<file path="src/rtl/and4_seq_reducer_pkg.sv">
// Shared types and helpers for the time-multiplexed AND-reduction controller.
package and4_seq_reducer_pkg;

  typedef enum logic [1:0] {
    ST_IDLE = 2'd0,
    ST_RUN  = 2'd1,
    ST_DONE = 2'd2
  } state_e;

  // Number of 4-bit slices needed to cover a WIDTH-bit operand.
  function automatic int unsigned nib_count(input int unsigned width);
    return (width + 32'd3) / 32'd4;
  endfunction

  // Fill value for operand bits above WIDTH; ones keep the AND neutral.
  localparam logic PAD_BIT = 1'b1;

  // AND4 input value while the unit is not in use.
  localparam logic [3:0] AND4_IDLE = 4'b1111;

endpackage

</file>
<file path="src/rtl/and4_seq_reducer_if.sv">
// Request/response bundle between a requester and the reducer.
interface and4_seq_reducer_if
  import and4_seq_reducer_pkg::*;
#(
  parameter int unsigned WIDTH = 16
);
  localparam int unsigned NIB = nib_count(WIDTH);
  localparam int unsigned CW  = $clog2(NIB) + 1;

  logic             start;
  logic [WIDTH-1:0] data_in;
  logic             busy;
  logic             done;
  logic             result;
  logic [CW-1:0]    cycles_used;

  modport master (
    output start, data_in,
    input  busy, done, result, cycles_used
  );

  modport slave (
    input  start, data_in,
    output busy, done, result, cycles_used
  );

endinterface

</file>
<file path="src/rtl/and4_seq_reducer_multi_and4.sv">
// Shared 4-input AND unit.
module multi_and4 (
  input  logic [3:0] a_i,
  output logic       y_o
);

  assign y_o = &a_i;

endmodule

</file>
<file path="src/rtl/and4_seq_reducer.sv">
// Wide AND reduction computed one nibble per cycle through a single AND4 unit.
module and4_seq_reducer
  import and4_seq_reducer_pkg::*;
#(
  parameter int unsigned WIDTH      = 16,
  parameter bit          EARLY_EXIT = 1'b1
) (
  input  logic                 clk,
  input  logic                 rst,
  and4_seq_reducer_if.slave    bus
);

  localparam int unsigned NIB  = nib_count(WIDTH);
  localparam int unsigned SHW  = NIB * 4;
  localparam int unsigned IDXW = (NIB > 1) ? $clog2(NIB) : 1;
  localparam int unsigned CW   = $clog2(NIB) + 1;
  localparam logic [IDXW-1:0] LAST_IDX = IDXW'(NIB - 1);

  state_e          state_q;
  logic [SHW-1:0]  shadow_q;
  logic [IDXW-1:0] idx_q;
  logic            acc_q;
  logic            busy_q;
  logic            done_q;
  logic            result_q;
  logic [CW-1:0]   cycles_q;

  logic [SHW-1:0]  cap_c;
  logic [3:0]      and_in_c;
  logic            p_c;
  logic            acc_next_c;
  logic            term_c;

  // Operand as stored: data_in in the low bits, ones above WIDTH.
  always_comb begin
    cap_c             = {SHW{PAD_BIT}};
    cap_c[WIDTH-1:0]  = bus.data_in;
  end

  // Feed the current nibble only in RUN; hold the gate inputs steady otherwise.
  always_comb begin
    and_in_c = AND4_IDLE;
    if (state_q == ST_RUN) begin
      and_in_c = shadow_q[{idx_q, 2'b00} +: 4];
    end
  end

  multi_and4 u_and4 (
    .a_i (and_in_c),
    .y_o (p_c)
  );

  // Running product and termination decision for the current RUN cycle.
  always_comb begin
    acc_next_c = acc_q & p_c;
    term_c     = (idx_q == LAST_IDX) || (EARLY_EXIT && !p_c);
  end

  // Control FSM with registered outputs.
  always_ff @(posedge clk) begin
    if (rst) begin
      state_q  <= ST_IDLE;
      shadow_q <= {SHW{PAD_BIT}};
      idx_q    <= '0;
      acc_q    <= 1'b1;
      busy_q   <= 1'b0;
      done_q   <= 1'b0;
      result_q <= 1'b0;
      cycles_q <= '0;
    end else begin
      case (state_q)
        ST_IDLE: begin
          done_q <= 1'b0;
          if (bus.start) begin
            shadow_q <= cap_c;
            idx_q    <= '0;
            acc_q    <= 1'b1;
            busy_q   <= 1'b1;
            state_q  <= ST_RUN;
          end
        end
        ST_RUN: begin
          if (term_c) begin
            result_q <= acc_next_c;
            cycles_q <= CW'(idx_q) + CW'(1);
            busy_q   <= 1'b0;
            done_q   <= 1'b1;
            state_q  <= ST_DONE;
          end else begin
            acc_q <= acc_next_c;
            idx_q <= idx_q + IDXW'(1);
          end
        end
        ST_DONE: begin
          done_q  <= 1'b0;
          state_q <= ST_IDLE;
        end
        default: begin
          busy_q  <= 1'b0;
          done_q  <= 1'b0;
          state_q <= ST_IDLE;
        end
      endcase
    end
  end

  assign bus.busy        = busy_q;
  assign bus.done        = done_q;
  assign bus.result      = result_q;
  assign bus.cycles_used = cycles_q;

endmodule

</file>
<file path="src/flat_wrapper.sv">
// flat-port wrapper written by rule: the top's interface ports become plain ports
module and4_seq_reducer_flat import and4_seq_reducer_pkg::*;
#(
  parameter int unsigned WIDTH      = 16,
  parameter bit          EARLY_EXIT = 1'b1
)
  (clk, rst, bus_start, bus_data_in, bus_busy, bus_done, bus_result, bus_cycles_used);
  and4_seq_reducer_if #(.WIDTH(WIDTH)) bus_i ();
  input  logic clk;
  input  logic rst;
  input wire logic [$bits(bus_i.start)-1:0] bus_start;
  input wire logic [$bits(bus_i.data_in)-1:0] bus_data_in;
  output wire logic [$bits(bus_i.busy)-1:0] bus_busy;
  output wire logic [$bits(bus_i.done)-1:0] bus_done;
  output wire logic [$bits(bus_i.result)-1:0] bus_result;
  output wire logic [$bits(bus_i.cycles_used)-1:0] bus_cycles_used;
  assign bus_i.start = bus_start;
  assign bus_i.data_in = bus_data_in;
  assign bus_busy = bus_i.busy;
  assign bus_done = bus_i.done;
  assign bus_result = bus_i.result;
  assign bus_cycles_used = bus_i.cycles_used;
  and4_seq_reducer #(.WIDTH(WIDTH), .EARLY_EXIT(EARLY_EXIT)) u_core (.clk(clk), .rst(rst), .bus(bus_i));
endmodule
</file>
<file path="config.mk">
export PLATFORM = sky130hd
export DESIGN_NAME = and4_seq_reducer_flat
export DESIGN_NICKNAME = d
export VERILOG_FILES = /design/src/rtl/and4_seq_reducer_pkg.sv /design/src/rtl/and4_seq_reducer_if.sv /design/src/rtl/and4_seq_reducer_multi_and4.sv /design/src/rtl/and4_seq_reducer.sv /design/src/flat_wrapper.sv
export SDC_FILE = /design/constraint.sdc
export NUM_CORES = 1
export LEC_CHECK = 0
export ABC_AREA = 1
export ABC_CLOCK_PERIOD_IN_PS = 1100
export BUFFER_PORTS_ARGS = -buffer_cell sky130_fd_sc_hd__clkbuf_2
export CAP_MARGIN = 5
export CORE_MARGIN = 10
export CORE_UTILIZATION = 35
export DETAILED_ROUTE_END_ITERATION = 7
export SYNTH_ARGS = -nofsm -noshare
export SYNTH_HDL_FRONTEND = slang
export SYNTH_SLANG_ARGS = --single-unit
</file>
<file path="constraint.sdc">
create_clock -name clk -period 1.1 [get_ports clk]
set_input_delay 0.22 -clock clk [delete_from_list [all_inputs] [get_ports clk]]
set_output_delay 0.22 -clock clk [all_outputs]
set_load 0.01 [all_outputs]
</file>
==> results of run 1 <==
[area by class of cell]
| class | instances | area, µm² | area share, % |
|---|---|---|---|
| well taps | 44 | 55.1 | 3.64 |
| flip-flops and latches | 27 | 556 | 36.7 |
| repair buffers | 39 | 240 | 15.9 |
| clock buffers | 3 | 22.5 | 1.49 |
| inverters | 17 | 68.8 | 4.55 |
| multi-input cells | 107 | 566 | 37.4 |
| clock inverters | 1 | 5.00 | 0.331 |
[worst max path at each step]
stage                     from                   endpoint  cells past startpoint
4_1_cts        u_core.idx_q[0]            u_core.idx_q[0]                     10
3_3_place_gp   u_core.idx_q[0]            u_core.idx_q[1]                      9
6_report       u_core.idx_q[0]  u_core.bus.cycles_used[1]                     10
3_5_place_dp   u_core.idx_q[0]            u_core.idx_q[0]                      9
2_1_floorplan  u_core.idx_q[0]            u_core.idx_q[0]                      9
5_1_grt        u_core.idx_q[0]            u_core.bus.done                      9
[worst max-delay path: stages (launching register included)]
cell	delay, ps
dfxtp_4	410
inv_2	40
nor2_1	90
nand2_1	50
nand2_1	70
nand2_2	60
nand3_4	150
nand2_4	100
clkinv_4	60
nand2_1	60
a21oi_2	110
[sequential cells by signal, indices dropped and copies added (netlist names)]
register and cells:
u_core.shadow_q 16, u_core.bus.result 1, u_core.idx_q 2, u_core.bus.done 1
u_core.bus.busy 1, u_core.bus.cycles_used 3, u_core.state_q 2, u_core.acc_q 1
[power groups by stage]
stage | registers, W | logic (W) | clock network, W
2_1_floorplan | 0.00137 | 0.000867 | 0
3_3_place_gp | 0.00137 | 0.00126 | 0
3_5_place_dp | 0.00137 | 0.00129 | 0
4_1_cts | 0.00137 | 0.00137 | 0.000453
5_1_grt | 0.00144 | 0.00165 | 0.000491
6_report | 0.00140 | 0.00145 | 0.000436
[layer usage]
layer / global-route usage, % / part of all wire [%] / up-vias
li1: - / - / 563
met1: 11.1 / 45 / 470
met2: 14.8 / 48 / 27
met3: 2.91 / 4.9 / 6
met4: 4.93 / 2.0 / 0
met5: 0 / 0 / -
[placed cells by master, fill, tap and decap left out, drive strengths merged]
cell type	instances
a21oi	4
buf	15
clkbuf	27
clkinv	2
dfxtp	27
ha	1
inv	16
nand2	59
nand3	17
nand4	1
nor2	17
nor3	1
o211ai	5
o21ai	2
[cells in the mapped netlist (2+ instances only)]
cell type	count
nand3_4	2
inv_1	15
nand3_1	15
clkbuf_1	2
buf_2	2
nor2_1	16
dfxtp_1	27
nand2_1	56
o211ai_1	5
a21oi_1	4
nand2_2	2
[kinds of logic (layout without fill, tap and decap cells)]
group / count (synthesis) / in the layout / synth area share, %
buf+inv: 22 / 60 / 8.18
compound gates: 11 / 11 / 5.89
simple gates: 95 / 95 / 37.7
flops: 27 / 27 / 47.1
fa+ha+maj: 1 / 1 / 1.09
[stage by stage]
step	TNS [ps]	cells	setup slack, ps	hold WS [ps]	util, %
2_1_floorplan	-162	156	-45.0	289	-
3_3_place_gp	-749	233	-109	419	45.2
3_5_place_dp	-1130	233	-144	426	45.2
4_1_cts	-959	237	-126	73.5	47.3
5_1_grt	-2470	238	-281	71.6	48.8
6_report	-1170	238	-153	77.5	48.8
[repair_timing]
| action | in CTS | in global routing |
|---|---|---|
| setup buffers | 0 | 1 |
| pin swaps | 3 | 10 |
| endpoints found under the hold margin | 0 | 0 |
| endpoints found under the setup margin | 27 | 30 |
| gates resized for setup | 12 | 14 |
==> metrics.md, run 1 <==
| Metric | Value |
|---|---|
| Die Y | 77.3 µm |
| Post-synth top area cell | dfxtp_1 |
| Hold Path Sink | u_core.shadow_q[12] |
| CP Class | flip-flop to flip-flop |
| MaxCap Viol Count | 0 |
| Sw Pwr | approximately 0.0013 W |
| Area of placed instances | approximately 1400 µm² |
| Syn_nets | 176 |
| Vias | 1066 |
| Routability cong. | about 0.88 |
| Root Driver | clkbuf_4 |
| Worst-path fanout max | 7 |
| Detailed Route WL | 2730 µm |
| LEAKAGE | just under 0.8 nW |
| Unrepaired setup endpoints after global routing | yes |
| Share of post-route cells with drive strength above 1 | 37.6% |
| First-pass iteration count of the detailed router | 4 |
| Power Density | 2170 nW/µm² |
| Slew @ Worst Pin | 202 ps |
| Critical path required time | 1380 ps |
| Core Region | 3100 µm² |
| Synth Area per Inst | 7.35 µm² |
| Final Power | 0.00328 W |
| Initial antenna violation count | 0 |
| Power share of the combinational group | 44.2% |
| Tmin final | approximately 1300 ps |
| DRC | 0 |
| Yosys cell types | 21 |
| Worst r2r src | u_core.idx_q[0] |
| Period utilization | 114% |
| Share of the synthesized area in the top cell type | about 47% |
| Hold-fix buffers, CTS | 0 |
| Clk buf depth | 2 |
| Post-synthesis sequential area ratio | between 40% and 50% |
| Iteration-0 DRC count of the detailed router | 40 |
| Remaining antenna violation count | 0 |
| Internal power | 0.00200 W |
| Failing checks | negative setup slack |
| Antenna cells | 0 |
| Starting Density | 37.0% |
| Layout Skew | 4.33 ps |
| Peak Freq | 798 MHz |
| First-pass GRT wire length | 4700 µm |
| Fill cell count | around 350 |
| Pins Over Slew Limit | 0 |
| Num Clock Sinks | 27 |
| Top cells by area, synth | dfxtp_1, nand2_1, nand3_1 |
| Worst path arrival time | 1530 ps |
| Largest net degree at the start of global routing | 16 |
| R2R cell count | 10 |
| Rows | 20 |
| Final setup vio count | 11 |
| FF-to-FF End | u_core.bus.cycles_used[1] |
| Setup crit start kind | flip-flop |
| H-tree Lvls | 1 |
| Seq pwr share | between 40 and 50% |
| GRT Overall Usage | a little under a tenth |
| Skew-Pair Late Insertion Delay | 330 ps |
| Top Ports | 25 |
| Global route overflow | 0 |
| Fin nets | 215 |
| Final hold vios | 0 |
| Max_slew headroom | 86.5% |
| Routed vias/inst | 4.48 |
| CP Capture Type | flip-flop |
| Die Area | about 6000 µm² |
| Gate Count Post-Synth | about 160 |
| Fraction of registers with async set/reset | 0% |
| Post-synthesis register bit count | 27 |
| Synth Cell Area | 1150 µm² |
| FF-to-FF setup slack | -150 ps |
| Worst hold path startpoint | bus_data_in[12] |
| Routed wire per std cell | 11.5 µm |
| Worst setup margin | -153 ps |
| Hold WC Path Type | primary input to flip-flop |
| Ys Warns | 0 |
| Hold Path Depth | 3 |
| CTS Buf Count | 3 |
| Vias in the first global route | 1062 |
| Status | finished, violations left |
| Synth Flop Type | dfxtp_1 |
| Worst-path clk slew | roughly 150 ps |
| Clk pwr share | 13.3% |
| Final HPWL DP | about 2100 µm |
| Worst VDD drop | 0.842 mV |
| Post-synth EDFFs | 0 |
| Area growth from synthesis to layout | 31.8% |
| I/O Buffers | 24 |
| CTS tree | done |
| Final Cell Area | 1510 µm² |
| Die width | 77.3 µm |
| Switch share | between 30% and 40% |
Power figures use the tool's default switching activity.
==> run 2, diff against run 1 <==
CORE_MARGIN = 2   (was 10)
PLACE_DENSITY = 0.64   (was default)
==> run 2 against run 1 <==
- the run still ends with negative setup slack left
- non-clock buffer count grew 1
- critical path type unchanged
- core utilization grew 2.3 points
- wire length grew 1.7%
- final cell count grew 0.42%
- sequential power is essentially flat
- sequential share of layout area shrank 1.4 points
- highest routed layer unchanged
- fmax shrank 3.9%
==> metrics.md, run 2 (synthesized netlist as in run 1, its figures left out) <==
| Metric | Value |
|---|---|
| Hold-fix buffers, CTS | 0 (unchanged) |
| Routability cong. | 0.854 (-2.5%) |
| Setup crit start kind | flip-flop |
| CTS Buf Count | 3 (unchanged) |
| Tmin final | 1300 ps (+50.9 ps) |
| Share of post-route cells with drive strength above 1 | 41.0% (+3.4 points) |
| Area growth from synthesis to layout | 36.9% |
| Num Clock Sinks | 27 (unchanged) |
| Clk buf depth | 2 (unchanged) |
| CTS tree | done |
| Peak Freq | 767 MHz (-3.9%) |
| Max_slew headroom | 85.8% (-0.73 points) |
| Worst-path fanout max | 7 (unchanged) |
| Worst path arrival time | 1550 ps (+20 ps) |
| Largest net degree at the start of global routing | 21 (+5) |
| Initial antenna violation count | 0 (unchanged) |
| Slew @ Worst Pin | 211 ps (+8.92 ps) |
| Die Y | 61.3 µm (-21%) |
| H-tree Lvls | 1 (unchanged) |
| Pins Over Slew Limit | 0 (unchanged) |
| Hold WC Path Type | primary input to flip-flop |
| Failing checks | negative setup slack |
| Final HPWL DP | 1850 µm (-12%) |
| Die Area | 3750 µm² (-37%) |
| Vias | 1106 (+3.8%) |
| TNS Setup | -1480 ps (-310 ps) |
| DRC | 0 (unchanged) |
| Worst setup margin | -204 ps (-50.9 ps) |
| LEAKAGE | 0.795 nW (+2.2%) |
| Iteration-0 DRC count of the detailed router | 21 (-48%) |
| Detailed Route WL | 2780 µm (+1.7%) |
| Critical path required time | 1350 ps (-30 ps) |
| Final hold vios | 0 (unchanged) |
| Worst-path clk slew | 150 ps (about the same) |
| Global route overflow | 0 (unchanged) |
| Final setup vio count | 11 (unchanged) |
| Root Driver | clkbuf_4 |
| Pre-CTS setup slack | -236 ps (-92.1 ps) |
| Commonest cells after routing, fill and taps aside | nand2_1, clkbuf_2, dfxtp_1 |
| CP Capture Type | flip-flop |
| First-pass GRT wire length | 4460 µm (-5.1%) |
| GRT Overall Usage | 16.2% (+6.8 points) |
| I/O Buffers | 24 (unchanged) |
| Worst VDD drop | 0.827 mV (-1.7%) |
| Die width | 61.3 µm (-21%) |
| Period utilization | 119% (+4.6 points) |
| Core Region | 3080 µm² (-0.81%) |
| Routed wire per std cell | 11.6 µm (+1.3%) |
| Rows | 20 (unchanged) |
| CP Class | flip-flop to flip-flop |
| First-pass iteration count of the detailed router | 4 (unchanged) |
| Fill cell count | 316 (-8.9%) |
| Unrepaired setup endpoints after global routing | yes |
| Routed vias/inst | 4.63 (+3.3%) |
| Starting Density | 37.3% (+0.30 points) |
| MaxCap Viol Count | 0 (unchanged) |
| Remaining antenna violation count | 0 (unchanged) |
| Skew-Pair Late Insertion Delay | 330 ps (about the same) |
| Power Density | 2190 nW/µm² (+1.1%) |
| Top Ports | 25 (unchanged) |
| Status | finished, violations left |
| Vias in the first global route | 1061 (-0.094%) |
| Fin nets | 216 (+0.47%) |
| Commonest non-fill, non-tap cell in the layout | nand2_1 |
| Layout Skew | 6.12 ps (+1.79 ps) |
| Max reg flops | 16 (unchanged) |
| Largest Register | u_core.shadow_q |
| Antenna cells | 0 (unchanged) |
[run 2: cell types whose count changed in the layout (fill, tap and decap cells not counted), sizes merged]
cell | previous run | this run
clkbuf | 27 | 28
[run 2: area by class of cell]
type                    count  area [µm²]  area share, %
multi-input cells         107         578           36.8
flip-flops and latches     27         554           35.3
repair buffers             40         287           18.2
inverters                  17        68.8           4.38
well taps                  44        55.1           3.51
clock buffers               3        22.5           1.43
clock inverters             1        5.00          0.319
[run 2: worst max-delay path, stage by stage (launching register included)]
cell     delay (ps)
dfxtp_4         400
inv_2            80
nor2_4           40
nand2_1          60
nand2_1          60
nand2_2          70
nand3_4         140
buf_4           170
buf_6           100
nand2_1          60
a21oi_2          50
[run 2: repair_timing]
item / in CTS / in global routing
endpoints found under the setup margin: 15 / 30
pin swaps: 10 / 13
gates cloned: 0 / 1
resized for setup: 8 / 22
setup buffers: 1 / 1
[run 2: worst paths after layout]
path / start / to / slack (ps) / cells past startpoint
max: u_core.idx_q[0] / u_core.bus.cycles_used[2] / -200 / 10
min: bus_data_in[8] / u_core.shadow_q[8] / 70 / 3
max reg2reg: u_core.idx_q[0] / u_core.bus.cycles_used[2] / -200 / 10
min reg2reg: u_core.bus.cycles_used[1] / u_core.bus.cycles_used[1] / 480 / 2
[run 2: per-stage QoR]
| stage | utilization [%] | area [µm²] | hold slack (ps) | cells | total power (W) |
|---|---|---|---|---|---|
| CTS | 48.2 | 1480 | 62.2 | 237 | 0.00325 |
| finish | 51.0 | 1570 | 72.3 | 239 | 0.00345 |
| detailed placement | 46.1 | 1420 | 425 | 232 | 0.00270 |
| global route | 51.0 | 1570 | 68.6 | 239 | 0.00373 |
| global placement | 46.1 | 1420 | 419 | 232 | 0.00265 |
| floorplan | - | 1150 | 289 | 156 | 0.00223 |
[run 2: power by group]
group	internal, W	total, W	switching [W]
sequential	0.00123	0.00139	0.000160
combinational	0.000708	0.00162	0.000908
clock	0.000137	0.000442	0.000305
total	0.00207	0.00345	0.00137
[run 2: per-layer routing]
layer  track usage (%)  share of wire (%)  vias to the layer above
met5                 0                  0                        -
met4              6.83                2.1                        0
met3              2.10                2.9                        7
met2              28.4                 50                       21
met1              19.8                 45                      511
li1                  -                  -                      567
